### src/rtl/pdh_cmd_pkg.sv
// Shared command codes, field positions and payload types for the PDH DAC path.
package pdh_cmd_pkg;

  localparam int unsigned CMD_W  = 4;
  localparam int unsigned DATA_W = 26;
  localparam int unsigned CB_W   = 32;
  localparam int unsigned LANE_W = 16;

  // AXI-GPIO command word field positions
  localparam int unsigned CH_LSB     = 14;
  localparam int unsigned CH_W       = 5;
  localparam int unsigned RST_BIT    = 31;
  localparam int unsigned STROBE_BIT = 30;
  localparam int unsigned CMD_LSB    = 26;

  // Callback word bit positions (mirrored by cb_t below)
  localparam int unsigned CB_CMD_LSB = 28;
  localparam int unsigned CB_STB_BIT = 27;
  localparam int unsigned CB_ERR_BIT = 26;

  typedef enum logic [CMD_W-1:0] {
    CMD_IDLE      = 4'd0,
    CMD_SET_LED   = 4'd1,
    CMD_SET_DAC   = 4'd2,
    CMD_RAMP_STEP = 4'd3,
    CMD_RAMP_DIV  = 4'd4,
    CMD_RAMP_CTRL = 4'd5
  } cmd_t;

  typedef enum logic {
    DIR_UP   = 1'b0,
    DIR_DOWN = 1'b1
  } dir_t;

  // Callback word returned to the PS: {cmd, strobe echo, err, data}
  typedef struct packed {
    logic [CMD_W-1:0]  cmd;
    logic              strobe;
    logic              err;
    logic [DATA_W-1:0] data;
  } cb_t;

  // Builds a full AXI-GPIO command word from its fields
  function automatic logic [CB_W-1:0] axi_word(input logic              rst_bit,
                                               input logic              stb_bit,
                                               input logic [CMD_W-1:0]  cmd,
                                               input logic [DATA_W-1:0] data);
    logic [CB_W-1:0] w;
    w                     = '0;
    w[RST_BIT]            = rst_bit;
    w[STROBE_BIT]         = stb_bit;
    w[CMD_LSB +: CMD_W]   = cmd;
    w[DATA_W-1:0]         = data;
    return w;
  endfunction

  // Builds a callback word from its fields using the callback bit positions
  function automatic logic [CB_W-1:0] cb_word(input logic [CMD_W-1:0]  cmd,
                                              input logic              stb,
                                              input logic              err,
                                              input logic [DATA_W-1:0] data);
    logic [CB_W-1:0] w;
    w                        = '0;
    w[CB_CMD_LSB +: CMD_W]   = cmd;
    w[CB_STB_BIT]            = stb;
    w[CB_ERR_BIT]            = err;
    w[DATA_W-1:0]            = data;
    return w;
  endfunction

endpackage

### src/rtl/pdh_dac_ctrl_if.sv
// PS command / callback and packed DAC stream bundle.
interface pdh_dac_ctrl_if #(
  parameter int unsigned N_CH = 2
);
  import pdh_cmd_pkg::*;

  logic [CMD_W-1:0]       cmd_i;
  logic [DATA_W-1:0]      data_i;
  logic                   strobe_i;
  logic [CB_W-1:0]        cb_o;
  logic [LANE_W*N_CH-1:0] dac_tdata_o;
  logic                   dac_tvalid_o;

  modport master (
    output cmd_i, data_i, strobe_i,
    input  cb_o, dac_tdata_o, dac_tvalid_o
  );

  modport slave (
    input  cmd_i, data_i, strobe_i,
    output cb_o, dac_tdata_o, dac_tvalid_o
  );

endinterface

### src/rtl/pdh_ramp_ch.sv
// One DAC channel: static setpoint plus clamped triangle sweep.
module pdh_ramp_ch #(
  parameter int unsigned DAC_W = 14,
  parameter int unsigned DIV_W = 16
) (
  input  logic             clk,
  input  logic             rst,
  input  logic             set_i,
  input  logic             step_we_i,
  input  logic             div_we_i,
  input  logic             ctrl_we_i,
  input  logic [DAC_W-1:0] val_i,
  input  logic [DIV_W-1:0] div_i,
  input  logic [1:0]       ctrl_i,
  output logic [DAC_W-1:0] value_o,
  output logic             changed_c
);
  import pdh_cmd_pkg::*;

  localparam int unsigned       SUM_W   = DAC_W + 1;
  localparam logic [SUM_W-1:0]  MAX_EXT = {1'b0, {DAC_W{1'b1}}};

  logic [DAC_W-1:0] value_q, value_d;
  logic [DAC_W-1:0] step_q, step_d;
  logic [DIV_W-1:0] div_q, div_d;
  logic [DIV_W-1:0] cnt_q, cnt_d;
  logic             en_q, en_d;
  dir_t             dir_q, dir_d;
  logic             tick_c;
  logic [SUM_W-1:0] sum_c;

  // Next-state: divider tick, clamped up/down step, then command overrides
  always_comb begin
    value_d = value_q;
    step_d  = step_q;
    div_d   = div_q;
    cnt_d   = cnt_q;
    en_d    = en_q;
    dir_d   = dir_q;
    tick_c  = en_q && (cnt_q >= div_q);
    sum_c   = {1'b0, value_q} + {1'b0, step_q};

    if (en_q) begin
      cnt_d = tick_c ? '0 : cnt_q + DIV_W'(1);
    end

    if (tick_c) begin
      if (dir_q == DIR_UP) begin
        if (sum_c > MAX_EXT) begin
          value_d = '1;
          dir_d   = DIR_DOWN;
        end else begin
          value_d = sum_c[DAC_W-1:0];
        end
      end else begin
        if (step_q > value_q) begin
          value_d = '0;
          dir_d   = DIR_UP;
        end else begin
          value_d = value_q - step_q;
        end
      end
    end

    // A setpoint load replaces the tick result and leaves direction alone
    if (set_i) begin
      value_d = val_i;
      dir_d   = dir_q;
    end
    if (step_we_i) begin
      step_d = val_i;
    end
    if (div_we_i) begin
      div_d = div_i;
    end
    // Ramp control drops any coincident tick and restarts the divider
    if (ctrl_we_i) begin
      en_d    = ctrl_i[0];
      dir_d   = dir_t'(ctrl_i[1]);
      cnt_d   = '0;
      value_d = value_q;
    end

    changed_c = (value_d != value_q);
  end

  // Channel state register
  always_ff @(posedge clk) begin
    if (rst) begin
      value_q <= '0;
      step_q  <= '0;
      div_q   <= '0;
      cnt_q   <= '0;
      en_q    <= 1'b0;
      dir_q   <= DIR_UP;
    end else begin
      value_q <= value_d;
      step_q  <= step_d;
      div_q   <= div_d;
      cnt_q   <= cnt_d;
      en_q    <= en_d;
      dir_q   <= dir_d;
    end
  end

  assign value_o = value_q;

endmodule

### src/rtl/pdh_dac_ctrl.sv
// PS command decode, per-channel ramp instances and packed DAC stream output.
module pdh_dac_ctrl #(
  parameter int unsigned DAC_W = 14,
  parameter int unsigned N_CH  = 2,
  parameter int unsigned DIV_W = 16
) (
  input logic           clk,
  input logic           rst,
  pdh_dac_ctrl_if.slave bus
);
  import pdh_cmd_pkg::*;

  localparam int unsigned      CHK_W  = CH_W + 1;
  localparam logic [CHK_W-1:0] N_CH_L = CHK_W'(N_CH);

  logic                   strobe_q, strobe_d;
  logic                   edge_c;
  logic                   pend_q, pend_d;
  logic [CMD_W-1:0]       cmd_q, cmd_d;
  logic [DATA_W-1:0]      data_q, data_d;
  cb_t                    cb_q, cb_d;
  logic                   tvalid_q, tvalid_d;

  logic [CH_W-1:0]        ch_c;
  logic                   ch_ok_c;
  logic                   chan_cmd_c;
  logic                   valid_cmd_c;
  logic                   err_c;
  logic [N_CH-1:0]        set_we_c;
  logic [N_CH-1:0]        step_we_c;
  logic [N_CH-1:0]        div_we_c;
  logic [N_CH-1:0]        ctrl_we_c;
  logic [N_CH-1:0]        changed_c;
  logic [DAC_W-1:0]       value_w [N_CH];
  logic [LANE_W*N_CH-1:0] tdata_c;

  // Strobe rising-edge detect and one-stage command capture
  always_comb begin
    strobe_d = bus.strobe_i;
    edge_c   = bus.strobe_i & ~strobe_q;
    pend_d   = edge_c;
    cmd_d    = cmd_q;
    data_d   = data_q;
    if (edge_c) begin
      cmd_d  = bus.cmd_i;
      data_d = bus.data_i;
    end
  end

  // Decode the captured command into per-channel write enables
  always_comb begin
    ch_c        = data_q[CH_LSB +: CH_W];
    ch_ok_c     = CHK_W'(ch_c) < N_CH_L;
    chan_cmd_c  = 1'b0;
    valid_cmd_c = 1'b0;
    set_we_c    = '0;
    step_we_c   = '0;
    div_we_c    = '0;
    ctrl_we_c   = '0;

    case (cmd_q)
      CMD_IDLE: begin
        valid_cmd_c = 1'b1;
      end
      CMD_SET_DAC, CMD_RAMP_STEP, CMD_RAMP_DIV, CMD_RAMP_CTRL: begin
        valid_cmd_c = 1'b1;
        chan_cmd_c  = 1'b1;
      end
      default: begin
        valid_cmd_c = 1'b0;
      end
    endcase

    err_c = !valid_cmd_c || (chan_cmd_c && !ch_ok_c);

    if (pend_q && !err_c) begin
      for (int unsigned k = 0; k < N_CH; k++) begin
        if (ch_c == CH_W'(k)) begin
          set_we_c[k]  = (cmd_q == CMD_SET_DAC);
          step_we_c[k] = (cmd_q == CMD_RAMP_STEP);
          div_we_c[k]  = (cmd_q == CMD_RAMP_DIV);
          ctrl_we_c[k] = (cmd_q == CMD_RAMP_CTRL);
        end
      end
    end
  end

  // Callback word and the single shared stream-valid pulse
  always_comb begin
    cb_d        = cb_q;
    cb_d.strobe = bus.strobe_i;
    if (pend_q) begin
      cb_d.cmd  = cmd_q;
      cb_d.err  = err_c;
      cb_d.data = data_q;
    end
    tvalid_d = |changed_c;
  end

  // Top-level register stage; strobe_q resets high so a held strobe cannot fire
  always_ff @(posedge clk) begin
    if (rst) begin
      strobe_q <= 1'b1;
      pend_q   <= 1'b0;
      cmd_q    <= '0;
      data_q   <= '0;
      cb_q     <= '0;
      tvalid_q <= 1'b0;
    end else begin
      strobe_q <= strobe_d;
      pend_q   <= pend_d;
      cmd_q    <= cmd_d;
      data_q   <= data_d;
      cb_q     <= cb_d;
      tvalid_q <= tvalid_d;
    end
  end

  for (genvar g = 0; g < N_CH; g++) begin : g_ch
    pdh_ramp_ch #(
      .DAC_W (DAC_W),
      .DIV_W (DIV_W)
    ) u_ch (
      .clk       (clk),
      .rst       (rst),
      .set_i     (set_we_c[g]),
      .step_we_i (step_we_c[g]),
      .div_we_i  (div_we_c[g]),
      .ctrl_we_i (ctrl_we_c[g]),
      .val_i     (data_q[DAC_W-1:0]),
      .div_i     (data_q[DIV_W-1:0]),
      .ctrl_i    (data_q[1:0]),
      .value_o   (value_w[g]),
      .changed_c (changed_c[g])
    );
  end

  // Pack channel values into 16-bit lanes, unused lane bits zero
  always_comb begin
    tdata_c = '0;
    for (int unsigned k = 0; k < N_CH; k++) begin
      tdata_c[LANE_W*k +: DAC_W] = value_w[k];
    end
  end

  assign bus.cb_o         = cb_q;
  assign bus.dac_tdata_o  = tdata_c;
  assign bus.dac_tvalid_o = tvalid_q;

endmodule

### src/flat_wrapper.sv
// flat-port wrapper written by rule: the top's interface ports become plain ports
module pdh_dac_ctrl_flat import pdh_cmd_pkg::*;
#(
  parameter int unsigned DAC_W = 14,
  parameter int unsigned N_CH  = 2,
  parameter int unsigned DIV_W = 16
)
  (clk, rst, bus_cmd_i, bus_data_i, bus_strobe_i, bus_cb_o, bus_dac_tdata_o, bus_dac_tvalid_o);
  pdh_dac_ctrl_if #(.N_CH(N_CH)) bus_i ();
  input logic clk;
  input logic rst;
  input wire logic [$bits(bus_i.cmd_i)-1:0] bus_cmd_i;
  input wire logic [$bits(bus_i.data_i)-1:0] bus_data_i;
  input wire logic [$bits(bus_i.strobe_i)-1:0] bus_strobe_i;
  output wire logic [$bits(bus_i.cb_o)-1:0] bus_cb_o;
  output wire logic [$bits(bus_i.dac_tdata_o)-1:0] bus_dac_tdata_o;
  output wire logic [$bits(bus_i.dac_tvalid_o)-1:0] bus_dac_tvalid_o;
  assign bus_i.cmd_i = bus_cmd_i;
  assign bus_i.data_i = bus_data_i;
  assign bus_i.strobe_i = bus_strobe_i;
  assign bus_cb_o = bus_i.cb_o;
  assign bus_dac_tdata_o = bus_i.dac_tdata_o;
  assign bus_dac_tvalid_o = bus_i.dac_tvalid_o;
  pdh_dac_ctrl #(.DAC_W(DAC_W), .N_CH(N_CH), .DIV_W(DIV_W)) u_core (.clk(clk), .rst(rst), .bus(bus_i));
endmodule
### config.mk
export PLATFORM = sky130hd
export DESIGN_NAME = pdh_dac_ctrl_flat
export DESIGN_NICKNAME = d
export VERILOG_FILES = /design/src/rtl/pdh_cmd_pkg.sv /design/src/rtl/pdh_dac_ctrl_if.sv /design/src/rtl/pdh_ramp_ch.sv /design/src/rtl/pdh_dac_ctrl.sv /design/src/flat_wrapper.sv
export SDC_FILE = /design/constraint.sdc
export NUM_CORES = 1
export LEC_CHECK = 0
export ABC_AREA = 0
export CAP_MARGIN = 20
export CORE_ASPECT_RATIO = 1.2
export CORE_MARGIN = 4
export CORE_UTILIZATION = 64
export DETAILED_ROUTE_END_ITERATION = 10
export GPL_ROUTABILITY_DRIVEN = 0
export MAX_ROUTING_LAYER = met4
export PLACE_DENSITY = 0.87
export SLEW_MARGIN = 0
export SYNTH_ARGS = -nofsm -noshare
export SYNTH_HDL_FRONTEND = slang
export SYNTH_SLANG_ARGS = --single-unit
### constraint.sdc
create_clock -name clk -period 9.75 [get_ports clk]
set_clock_uncertainty 0.2 [all_clocks]
set_input_delay 2.4375 -clock clk [delete_from_list [all_inputs] [get_ports clk]]
set_output_delay 2.4375 -clock clk [all_outputs]
set_load 0.02 [all_outputs]
==> flow_summary.yaml, run 1 <==
outcome:
  status: "finished, final reports clean"
global_route:
  grt_pass1_wl_mm: 58.33
  grt_max_degree: 88
  globalRouteTotalUtil_pct: 34.28
  antenna_found_initial: 0
  grt-ovfl-total: 0
  grt_pass1_vias: 11680
detailed_routing:
  drc: 0
  ant_nets: 0
  num_vias: 11960
  wirelength_mm: 35.84
  first_pass_iters: 9
  routedWlPerCell_um: 19.18
  drt-initial-drc-count: 1261
  avgViaCountPerCell: 6.402
critical_path:
  r2r_cells: 11
  r2r_start: "u_core.pend_q$_SDFF_PP0_"
  critPathLaunchType: "flip-flop"
  r2r_end: "u_core.bus.dac_tvalid_o$_SDFF_PP0_"
  cp_max_fo: 33
  ff2ff_setup_slack_ns: 5.15
  crit_path_end_kind: "flip-flop"
  critPathKind: "flip-flop to flip-flop"
  cp.required_ns: 9.83
  arrival_ns: 4.68
layout:
  fin_area_um2: 13760
  layout-drive-gt1-share_pct: 4.032
  antenna_cells: 0
  layout_common_cells: "nor2_1, nand2_1, dfxtp_1, a21oi_1, inv_1"
  fill_cells: 1436
  fin_cells: 1868
  fin_nets: 1726
  area_growth_pct: 12.90
  layout_commonest_cell: "nor2_1"
placed_design:
  port_buffers: 93
  dp_cells: 1834
  place_area_um2: 13120
  dp_hpwl_mm: 25.36
cts:
  root_buffer: "clkbuf_16"
  h-tree-depth: 4
  clk_path_buf_depth: 2
  cts_setup_buffers: 0
  cts.sinks: 189
  clk_latency_ns: 0.44
  cts_hold_buf: 0
  cts_tree: "done"
  cts_made_buffers: 17
  cts-resized-gates: 0
  clkTransAtPathRegs_ns: 0.08
sta:
  finalCriticalPeriod_ns: 4.598
  fmaxAchievable_mhz: 217.5
  rsz0062_at_grt: "no"
  fin_hold_ws_ns: 0.2523
  fin_setup_tns_ns: 0
  hold_violations: 0
  finalSetupViolations: 0
  relSlewSlack_pct: 23.72
  worst_pin_slew_ns: 1.140
  drv_slew: 0
  timing.final.crit_share_pct: 47.16
synthesis:
  async_flop_share_pct: 0
  ys_seq_area_share_pct: 31.04
  synth_area_per_cell_um2: 7.748
  synthDistinctLibCells: 87
  ys.flop_type: "dfxtp_1"
  ys_ff_latch: 189
  synth_top_area_share_pct: 31.04
  yosys_warnings: 0
  syn_area_um2: 12190
  yosys.area.top_type: "dfxtp_1"
  yosys-top-cells-area: "dfxtp_1, ha_1, nor2_1, nand2_1, a21oi_1"
  synthesis.instances: 1573
  synth-edff-count: 0
run:
  drv_cap: 0
die:
  coreArea_um2: 18790
  ios: 98
  die_y_um: 159.2
  die_x_um: 134.0
  start_util_pct: 64.88
  rows: 55
  die_area_um2: 21320
hold_path:
  min_from: "u_core.g_ch[1].u_ch.div_q[15]$_SDFFE_PP0P_"
  min_delay_path_depth: 2
  hp-class: "flip-flop to flip-flop"
  worstHoldEndpoint: "u_core.g_ch[1].u_ch.div_q[15]$_SDFFE_PP0P_"
power_and_ir_drop:
  ir_drop_mv: 0.1159
  power_mw: 1.567
  power.leakage_nw: 5.184
  power_density_nw_per_um2: 113.9
## flip-flops by register name, indices dropped and copies added (netlist names), 2 cells and up
register	cells
u_core.bus.cb_o	32
u_core.g_ch.u_ch.cnt_q	32
u_core.g_ch.u_ch.div_q	32
u_core.g_ch.u_ch.step_q	28
u_core.g_ch.u_ch.value_o	28
u_core.data_q	26
u_core.cmd_q	4
u_core.g_ch.u_ch.dir_q	2
u_core.g_ch.u_ch.en_q	2
## cells in the mapped netlist, drive strengths merged (28+ instances only)
cell	number
clkbuf	80
a211oi	31
o21ai	55
nor2	195
dfxtp	189
ha	90
nand2	194
mux2i	60
inv	109
a21oi	137
nand3	28
xnor2	40
## stage by stage
stage	util (%)	setup WS (ns)
after floorplan	-	6.048
after detailed placement	69.85	4.871
after global placement	69.77	4.919
after CTS	73.11	5.243
after global routing	73.25	4.904
final	73.25	5.152
## worst max-delay path by stage
| stage | start | end | slack, ns | depth (start not counted) |
|---|---|---|---|---|
| global route | u_core.pend_q$_SDFF_PP0_ | u_core.bus.dac_tvalid_o$_SDFF_PP0_ | 4.90 | 11 |
| CTS | u_core.pend_q$_SDFF_PP0_ | u_core.bus.dac_tvalid_o$_SDFF_PP0_ | 5.24 | 11 |
| finish | u_core.pend_q$_SDFF_PP0_ | u_core.bus.dac_tvalid_o$_SDFF_PP0_ | 5.15 | 11 |
| floorplan | u_core.g_ch[1].u_ch.value_o[0]$_SDFF_PP0_ | u_core.bus.dac_tvalid_o$_SDFF_PP0_ | 6.05 | 15 |
| global placement | rst | u_core.g_ch[1].u_ch.cnt_q[13]$_SDFFE_PP0P_ | 4.92 | 4 |
| detailed placement | rst | u_core.g_ch[1].u_ch.cnt_q[15]$_SDFFE_PP0P_ | 4.87 | 4 |
## worst max-delay path, cell delays in order, from the launching register on
cell and delay [ns]:
dfxtp_2 1.00, nand4bb_4 0.21, nor4b_4 0.87, a21boi_0 0.30, o41ai_2 0.38, a41oi_1 0.17
and4bb_1 0.30, nand4_1 0.12, a2111oi_2 0.29, o2111ai_1 0.15, nor4_1 0.27, a41oi_1 0.13
## final cells by class
cell class | instances | area (um^2) | share of cell area (%)
clock buffers | 17 | 425.4 | 3.091
clock inverters | 15 | 186.4 | 1.355
inverters | 110 | 412.9 | 3.001
multi-input cells | 1177 | 7601 | 55.24
flip-flops and latches | 189 | 3785 | 27.50
well taps | 256 | 320.3 | 2.328
repair buffers | 104 | 1030 | 7.483
## per-layer routing
layer  GRT usage (%)  vias to the layer above  part of all wire, %
met4           19.97                        0                  6.3
met3           6.732                      197                  9.3
met5               -                        -                    0
met1           39.65                     5504                   37
li1                -                     5562                    -
met2           55.15                      696                   48
## where the power goes
| group | switching (mW) | internal [mW] | total [mW] |
|---|---|---|---|
| sequential | 0.0165 | 0.777 | 0.793 |
| combinational | 0.0342 | 0.0257 | 0.0599 |
| clock | 0.363 | 0.351 | 0.714 |
## kinds of logic (layout without fill, tap and decap cells)
family | after synthesis | after routing | synth area share [%]
AND/OR/NAND/NOR | 557 | 557 | 21.03
AO/OA/AOI/OAI | 392 | 392 | 21.23
buffers and inverters | 210 | 246 | 6.745
flip-flops | 189 | 189 | 31.04
adder cells (fa/ha/maj) | 94 | 94 | 9.896
XOR/XNOR | 67 | 67 | 4.815
multiplexers | 63 | 63 | 5.205
other | 1 | 4 | 0.03077
(Power assumes the default switching activity.)
==> run 2, diff against run 1 <==
CORE_UTILIZATION = 54   (was 64)
PLACE_DENSITY = 0.78   (was 0.87)
clock period = 3.8 ns   (was 9.75 ns; I/O delays follow)
==> run 2 against run 1 <==
Compared with the run above: via count increased by 4.0%; maximum frequency up 25%; sequential share of layout area is 1.8 points lower; power increased to 2.6 times the previous value; die area up 17%; hold slack worse by 0.00080 ns; global-route usage down 4.0 points; worst setup slack got worse by 5.0 ns; first-iteration DRC count increased by 39%; cell area increased by 7.2%; register-to-register slack got worse by 5.0 ns; routed wire length is 9.0% higher; largest power group unchanged.
==> flow_summary.yaml, run 2 (same netlist as run 1, synthesis figures left out) <==
cts:
  clk_latency_ns: 0.45
  h-tree-depth: 4
  cts_hold_buf: 0
  cts_tree: "done"
  clkTransAtPathRegs_ns: 0.09
  root_buffer: "clkbuf_16"
  cts.sinks: 189
  cts_made_buffers: 17
  clk_path_buf_depth: 2
critical_path:
  path_buf_inv: 2
  cp_common_cell: "a311oi_1"
  cp_max_fo: 3
  worstPathCellList: "inv_1 -> ha_1 -> nand2b_1 -> a2111oi_1 -> buf_4 -> o21ai_0 -> a2bb2oi_2 -> a311oi_1 -> xnor2_1 -> a221oi_2 -> mux2_2 -> a311oi_1 -> a41oi_1"
  max_stage_delay_ns: 0.45
  critPathLaunchType: "flip-flop"
  arrival_ns: 3.80
  crit_path_end_kind: "flip-flop"
  critPathKind: "flip-flop to flip-flop"
  cp.required_ns: 3.91
  crit_slowest_cell: "a2111oi_1"
  cp_top_family: "compound AO/OA/AOI/OAI gates"
layout:
  ff_latch_area_um2: 3790
  area_growth_pct: 21.02
  fin_nets: 1830
  post-route-util_pct: 67.28
  multiInputGateArea_um2: 7794
  fill_cells: 1834
  layout-drive-gt1-share_pct: 11.54
  layout_common_cells: "nor2_1, nand2_1, dfxtp_1, a21oi_1, buf_4"
  fin_area_um2: 14750
  layout_commonest_cell: "nor2_1"
detailed_routing:
  num_vias: 12430
  first_pass_iters: 9
  avgViaCountPerCell: 6.244
  wirelength_mm: 39.08
  drc: 0
  ant_nets: 0
  routedWlPerCell_um: 19.63
  drt-initial-drc-count: 1751
global_route:
  grt_max_degree: 50
  grt_pass1_wl_mm: 60.82
  grt_pass1_vias: 11740
  grt-ovfl-total: 0
  antenna_found_initial: 0
  globalRouteTotalUtil_pct: 30.31
die:
  die_y_um: 172.6
  rows: 59
  start_util_pct: 55.59
  die_x_um: 145.1
  die_area_um2: 25050
  coreArea_um2: 21920
  ios: 98
power_and_ir_drop:
  power_density_nw_per_um2: 274.0
  ir_drop_mv: 0.3178
  power.leakage_nw: 5.729
  power_mw: 4.041
placed_design:
  dp_hpwl_mm: 28.12
  port_buffers: 93
  place_ws_ns: -0.04060
  place_area_um2: 13920
sta:
  finalCriticalPeriod_ns: 3.686
  timing.final.crit_share_pct: 97.00
  drv_slew: 0
  finalSetupViolations: 0
  fmaxAchievable_mhz: 271.3
  relSlewSlack_pct: 38.20
  worst_slack_ns: 0.1138
  hold_violations: 0
  worst_pin_slew_ns: 0.9270
outcome:
  status: "finished, final reports clean"
run:
  drv_cap: 0
hold_path:
  hp-class: "flip-flop to flip-flop"
-- run 2: repair_timing --
item / in CTS / in global routing
resized for setup: 3 / 39
endpoints found under the setup margin: 1 / 1
pin swaps: 0 / 16
setup buffers: 0 / 2
-- run 2: path summary, 6_finish.rpt --
kind                                                   start                                  to  slack, ns  cells after the start
setup / recovery  u_core.g_ch[1].u_ch.step_q[1]$_SDFFE_PP0P_  u_core.bus.dac_tvalid_o$_SDFF_PP0_       0.11                     13
hold / removal                    u_core.strobe_q$_SDFF_PP1_            u_core.pend_q$_SDFF_PP0_       0.25                      1
setup reg to reg  u_core.g_ch[1].u_ch.step_q[1]$_SDFFE_PP0P_  u_core.bus.dac_tvalid_o$_SDFF_PP0_       0.11                     13
hold reg to reg                   u_core.strobe_q$_SDFF_PP1_            u_core.pend_q$_SDFF_PP0_       0.25                      1
-- run 2: metrics by stage --
| step | std cells | hold slack (ns) | setup TNS, ns |
|---|---|---|---|
| floorplan | 1576 | 0.2059 | 0 |
| global placement | 1956 | 0.2319 | 0 |
| detailed placement | 1956 | 0.2335 | -0.04060 |
| CTS | 1988 | 0.2508 | 0 |
| global route | 1990 | 0.2766 | -0.06167 |
| finish | 1991 | 0.2515 | 0 |
-- run 2: layout make-up --
| cell class | count | share of cell area, % |
|---|---|---|
| sequential | 189 | 25.69 |
| antenna | 1 | 0.01696 |
| inverter | 110 | 2.799 |
| timing repair buffer | 208 | 12.17 |
| tap | 274 | 2.324 |
| clock inverter | 15 | 1.272 |
| clock buffer | 17 | 2.884 |
| multi-input combinational | 1177 | 52.84 |
-- run 2: worst reg2reg max path: cells and delay by family, from the launching register on --
kind	cells	cell delay, ns
xor+xnor	1	0.18
mux	1	0.37
fa+ha+maj	1	0.32
simple gates	1	0.19
compound gates	7	1.61
buf+inv	2	0.32
flops	1	0.37
-- run 2: power breakdown --
| part | switching, mW | internal [mW] |
|---|---|---|
| Combinational | 0.116 | 0.0753 |
| Sequential | 0.0184 | 1.99 |
| Clock | 0.939 | 0.900 |
| Total | 1.07 | 2.97 |
-- run 2: per-layer routing --
layer | global-route usage, % | vias to the layer above | share of wire [%]
met5 | - | - | 0
met2 | 47.87 | 746 | 46
li1 | - | 5759 | -
met3 | 5.733 | 208 | 8.8
met1 | 36.51 | 5719 | 39
met4 | 17.06 | 0 | 6.6
